==> config.mk <==
export PLATFORM = sky130hd
export DESIGN_NAME = ctrl_soma3b
export DESIGN_NICKNAME = d
export VERILOG_FILES = /design/src/rtl/ctrl_soma3b.sv
export SDC_FILE = /design/constraint.sdc
export NUM_CORES = 1
export LEC_CHECK = 0
export CORE_MARGIN = 1
export CORE_UTILIZATION = 51
export DETAILED_ROUTE_END_ITERATION = 8
export PLACE_DENSITY = 0.82
export SLEW_MARGIN = 20
export SYNTH_ARGS = -nofsm -noshare
export SYNTH_HDL_FRONTEND = slang
export SYNTH_SLANG_ARGS = --single-unit
==> constraint.sdc <==
create_clock -name clk -period 3 [get_ports clk]
set_input_delay 0.3 -clock clk [delete_from_list [all_inputs] [get_ports clk]]
set_output_delay 0.3 -clock clk [all_outputs]
set_load 0.05 [all_outputs]
==> src/rtl/ctrl_soma3b.sv <==
// Operand loader and result capture for a 3-bit ripple adder, with a
// synchronised, debounced pushbutton that steps the load/show sequence.
module ctrl_soma3b #(
    parameter int unsigned DEBOUNCE_CYCLES = 16
) (
    input  logic       clk,
    input  logic       rst_n,
    input  logic [2:0] sw,
    input  logic       btn,
    input  logic       clr,
    output logic [2:0] a_out,
    output logic [2:0] b_out,
    input  logic [3:0] s_in,
    output logic [3:0] result,
    output logic       result_valid,
    output logic [1:0] state_code
);

    localparam int unsigned CNT_W = $clog2(DEBOUNCE_CYCLES + 1);
    localparam logic [CNT_W-1:0] CNT_LAST = CNT_W'(DEBOUNCE_CYCLES - 1);

    typedef enum logic [1:0] {
        LOAD_A   = 2'b00,
        LOAD_B   = 2'b01,
        WAIT_SUM = 2'b10,
        SHOW     = 2'b11
    } state_t;

    logic             sync1;
    logic             btn_s;
    logic             btn_db;
    logic [CNT_W-1:0] db_cnt;
    logic             press;
    state_t           state;

    // Synchroniser and debounce; press fires on the same edge btn_db rises.
    always_ff @(posedge clk or negedge rst_n) begin
        if (!rst_n) begin
            sync1  <= 1'b0;
            btn_s  <= 1'b0;
            btn_db <= 1'b0;
            db_cnt <= '0;
            press  <= 1'b0;
        end else begin
            sync1 <= btn;
            btn_s <= sync1;
            press <= 1'b0;
            if (btn_s != btn_db) begin
                if (db_cnt == CNT_LAST) begin
                    btn_db <= btn_s;
                    db_cnt <= '0;
                    press  <= btn_s;
                end else begin
                    db_cnt <= db_cnt + CNT_W'(1);
                end
            end else begin
                db_cnt <= '0;
            end
        end
    end

    // Load/show sequence; clr takes priority over any press.
    always_ff @(posedge clk or negedge rst_n) begin
        if (!rst_n) begin
            state        <= LOAD_A;
            a_out        <= 3'd0;
            b_out        <= 3'd0;
            result       <= 4'd0;
            result_valid <= 1'b0;
        end else if (clr) begin
            state        <= LOAD_A;
            a_out        <= 3'd0;
            b_out        <= 3'd0;
            result       <= 4'd0;
            result_valid <= 1'b0;
        end else begin
            case (state)
                LOAD_A: begin
                    if (press) begin
                        a_out <= sw;
                        state <= LOAD_B;
                    end
                end
                LOAD_B: begin
                    if (press) begin
                        b_out <= sw;
                        state <= WAIT_SUM;
                    end
                end
                WAIT_SUM: begin
                    result       <= s_in;
                    result_valid <= 1'b1;
                    state        <= SHOW;
                end
                SHOW: begin
                    if (press) begin
                        result_valid <= 1'b0;
                        state        <= LOAD_A;
                    end
                end
                default: state <= LOAD_A;
            endcase
        end
    end

    assign state_code = state;

endmodule

==> impl_metrics.yaml, run 1 <==
die:
  die_y_um: 46.1
  dieArea_sq_um: 2130
  core-area_sq_um: 1780
  num_rows: 15
  chipWidth_um: 46.1
  initial_core_util_pct: 55.6
  io_pins: 24
clock_tree:
  cts_resized: 0
  cts_tree: "built"
  cts-hold-fix-buffers: 0
  clockBufferDepth: 2
  path_clk_slew_ns: 0.13
  clk_latency_ns: 0.30
  cts_setup_buffers: 0
  cts.sinks: 22
  numCtsBuffers: 3
  h-tree-depth: 1
  root_buffer: "clkbuf_4"
sta:
  fmax_mhz: 542
  worst_pin_slew_ns: 0.960
  post-route-min-period_ns: 1.84
  setup_violations: 0
  holdWs_ns: 0.365
  fin_worst_skew_ns: 0.00718
  period_share_pct: 61.5
  drv_slew: 0
  hold_viol_final: 0
  rsz0062_at_grt: "no"
  slew_headroom_pct: 35.8
  setup_tns_ns: 0
detailed_routing:
  vias: 758
  wl_mm: 1.88
  drt-initial-drc-count: 13
  drc: 0
  viasPerCell: 5.49
  routed-wl-met3_um: 98
  detail_route.first_pass.iterations: 4
  top_layer: "met4"
  wl_met1_um: 807
  wl_per_cell_um: 13.6
  wl_met2_um: 942
  drtAntennaViolNets: 0
placement:
  place_congestion: 0.800
  dp_hpwl_mm: 1.38
  place.port_buffers: 23
  dp_cells: 134
final_layout:
  final_util_pct: 71.5
  drive_above_1_share_pct: 7.96
  area.sequential_sq_um: 551
  area_delta_synth_final_pct: 28.5
  antenna_cells: 0
  nets: 131
  multi_input_area_sq_um: 399
  fillCellCount: 133
  stdcell_count: 138
setup_path:
  cp_top_family: "buffers and inverters"
  cp.arrival_ns: 1.54
  cp-end-kind: "output pin"
  slowest_stage: "clkdlybuf4s50_1"
  path_cells: "clkdlybuf4s50_1"
  critPathKind: "flip-flop to output pin"
  critPathBufInv: 1
  startpoint_type: "flip-flop"
  path_max_fanout: 4
  required_ns: 2.70
  crit_path_max_incr_delay_ns: 0.82
  rrSetupSlack_ns: 1.52
global_routing:
  grt_overflow: 0
  antenna_found_initial: 0
  grt_pass1_wl_mm: 3.02
  track_usage_pct: 20.9
  grt_max_degree: 23
  grt_pass1_vias: 709
pwr:
  ir_drop_mv: 0.386
  p_leak_nw: 0.534
  p_per_area_nw_per_um2: 533
yosys:
  synth_top_area_share_pct: 55.5
  syn_nets: 106
  synth_area_leader_cell: "dfrtp_1"
  synth_cells: 89
  ys_seq_elements: 22
  netlist_area_sq_um: 992
  ys_seq_area_share_pct: 55.5
  yosys_warnings: 0
  avgSynthCellArea_sq_um: 11.1
  synthTopCellsByArea: "dfrtp_1 55%, ha_1 7.6%, nand2_1 4.2%"
  ys_types: 23
outcome:
  status: "complete, no violations"
run:
  drv_cap: 0
hold_path:
  hold_class: "flip-flop to flip-flop"
final cells by class:
type | instances | area share, %
clock buffers | 3 | 1.77
repair buffers | 23 | 18.1
inverters | 3 | 0.883
flip-flops and latches | 22 | 43.2
multi-input cells | 61 | 31.3
well taps | 25 | 2.45
clock inverters | 1 | 2.36
cells in the final DEF, fill, tap and decap left out, types with 3 or more instances in the layout:
cell	n
nor2_1	8
dfrtp_1	22
nand3_1	8
mux2i_1	4
clkdlybuf4s50_1	23
nand2_1	11
inv_1	3
clkbuf_4	3
ha_1	6
a21oi_1	7
final timing paths:
check	endpoint	startpoint	cells past startpoint
setup reg to reg	state_code[1]	state_code[1]	5
setup / recovery	state_code[0]	state_code[0]	1
min in group asynchronous	a_out[0]	rst_n	1
hold / removal	btn_s	sync1	0
hold reg to reg	btn_s	sync1	0
max in group asynchronous	a_out[2]	rst_n	1
per-stage QoR:
step                power (mW)  worst slack [ns]  area, sq um
detailed placement       0.460              1.35         1220
global route             0.708              1.10         1270
finish                   0.679              1.16         1270
floorplan                0.414              1.33          992
global placement         0.456              1.40         1220
CTS                      0.684              1.14         1270
Yosys cell counts (all sizes together):
cell    number
mux2         1
a31oi        1
mux2i        4
or3          1
inv          3
nand4b       1
o211ai       1
xnor2        2
nor2         8
nor2b        2
ha           6
nor4b        1
nand3        8
nor3         2
nand2       11
a21oi        7
buf          1
o221ai       1
clkbuf       2
nand2b       2
o21ai        2
dfrtp       22
sequential cells by signal, summed over array words and instances (netlist names):
register      count
result_valid      1
result            4
state_code        2
btn_db            1
b_out             3
press             1
db_cnt            5
a_out             3
btn_s             1
sync1             1
power by group:
group / internal [mW] / switching, mW / total, mW
logic: 0.0544 / 0.0805 / 0.135
registers: 0.308 / 0.0125 / 0.321
clock network: 0.135 / 0.0887 / 0.224
total: 0.498 / 0.182 / 0.679
layer usage:
metal / vias to the layer above / track usage (%)
met4: 0 / 11.2
met1: 370 / 23.3
met5: - / 0
met3: 4 / 5.88
met2: 32 / 35.8
li1: 352 / -
logic make-up after synthesis:
kind of cell | share of synthesized area (%)
mux | 5.17
compound gates | 7.57
simple gates | 18.2
buf+inv | 4.29
fa+ha+maj | 7.57
xor+xnor | 1.77
flops | 55.5
No activity file was read; power rests on OpenSTA's default activity.
==> run 2: changes to the inputs <==
Settings changed: CORE_UTILIZATION 51 to 43, PLACE_DENSITY 0.82 to 0.74.
Clock period 3 ns to 1.65 ns, I/O delays scaled along.
==> impl_metrics.yaml, run 2 (same netlist as run 1, synthesis figures left out) <==
setup_path:
  required_ns: 1.90
  crit_path_max_incr_delay_ns: 0.45
  cp-end-kind: "flip-flop"
  crit_cells: 5
  timing.rr.start: "state_code[0]"
  rrSetupSlack_ns: 0.11
  path_max_fanout: 5
  timing.rr.end: "state_code[0]"
  cp_top_family: "flip-flops"
  critPathBufInv: 1
  slowest_stage: "dfrtp_2"
  worst_r2r_path_depth: 5
  path_cells: "inv_1, ha_1, nor3_2, or3_4, o21ai_2"
  cp.arrival_ns: 1.79
  startpoint_type: "flip-flop"
  critPathKind: "flip-flop to flip-flop"
placement:
  place_congestion: 0.731
  dp_slack_ns: 0.170
  dpl_cell_area_sq_um: 1220
  dp_cells: 139
  dp_hpwl_mm: 1.33
  place.port_buffers: 23
final_layout:
  biggestRegsByFlops: "db_cnt: 5 flops, result: 4 flops"
  drive_above_1_share_pct: 17.4
  nets: 133
  final_cell_mix: "21 x dfrtp_1, 11 x nand2_1, 10 x clkdlybuf4s50_1, 10 x buf_4"
  design_area_sq_um: 1270
  largest_register_ffs: 5
  largest-register: "db_cnt"
  stdcell_count: 143
  mostFrequentLayoutCell: "dfrtp_1"
  fillCellCount: 203
  area_delta_synth_final_pct: 27.9
  antenna_cells: 0
  final_util_pct: 57.9
pwr:
  p_leak_nw: 0.583
  p_per_area_nw_per_um2: 990
  power_mw: 1.26
  ir_drop_mv: 0.490
die:
  die_y_um: 50.0
  chipWidth_um: 50.0
  initial_core_util_pct: 45.3
  dieArea_sq_um: 2500
  num_rows: 17
  io_pins: 24
  core-area_sq_um: 2190
sta:
  holdWs_ns: 0.174
  worst_pin_slew_ns: 0.486
  setup_ws_ns: 0.110
  fmax_mhz: 649
  setup_violations: 0
  fin_worst_skew_ns: 0.00255
  hold_viol_final: 0
  drv_slew: 0
  post-route-min-period_ns: 1.54
  period_share_pct: 93.3
  setup_tns_ns: 0
  slew_headroom_pct: 67.7
  rsz0062_at_grt: "no"
clock_tree:
  clk_latency_ns: 0.32
  path_clk_slew_ns: 0.13
  cts_setup_buffers: 0
  numCtsBuffers: 3
  clockBufferDepth: 2
  cts.sinks: 22
  root_buffer: "clkbuf_4"
  cts-hold-fix-buffers: 0
  cts_tree: "built"
  h-tree-depth: 1
detailed_routing:
  detail_route.first_pass.iterations: 4
  drtAntennaViolNets: 0
  drt-initial-drc-count: 5
  wl_per_cell_um: 13.0
  drc: 0
  viasPerCell: 5.08
  wl_mm: 1.85
  vias: 726
hold_path:
  hold_class: "input port to asynchronous set/reset pin"
global_routing:
  track_usage_pct: 17.8
  grt_max_degree: 23
  grt_pass1_wl_mm: 3.24
  antenna_found_initial: 0
  grt_overflow: 0
  grt_pass1_vias: 748
run:
  drv_cap: 0
outcome:
  status: "complete, no violations"
## run 2: cell type report
| class | instances | area, sq um | share of cell area, % |
|---|---|---|---|
| clock buffer | 3 | 22.5 | 1.78 |
| sequential | 22 | 552 | 43.5 |
| clock inverter | 1 | 30.0 | 2.37 |
| timing repair buffer | 25 | 219 | 17.3 |
| tap | 28 | 35.0 | 2.76 |
| inverter | 3 | 11.3 | 0.888 |
| multi-input combinational | 61 | 399 | 31.5 |
## run 2: what timing repair did
item                                   in CTS  in global routing
resized for setup                           5                  0
endpoints found under the hold margin       0                  0
setup endpoints to repair                   5                  0
## run 2: where the power goes
group	internal, mW	switching (mW)	total [mW]	leakage, nW
logic	0.0985	0.155	0.253	0.256
clock network	0.246	0.174	0.420	0.0279
registers	0.563	0.0206	0.583	0.298
total	0.907	0.349	1.26	0.583
## run 2: worst max path at each step
stage                          endpoint          start  slack [ns]
after floorplan           state_code[0]  state_code[1]       0.007
after global placement    state_code[1]  state_code[0]        0.25
after detailed placement  state_code[0]  state_code[0]        0.17
after CTS                 state_code[0]  state_code[0]        0.11
after global routing      state_code[0]  state_code[0]        0.08
final                     state_code[0]  state_code[0]        0.11
## run 2: per-layer routing
layer | vias up | track usage (%) | wire length (um)
met2 | 22 | 29.3 | 881
met5 | - | 0 | 0
met4 | 0 | 10.0 | 43
met3 | 5 | 3.40 | 108
li1 | 355 | - | -
met1 | 344 | 21.5 | 819
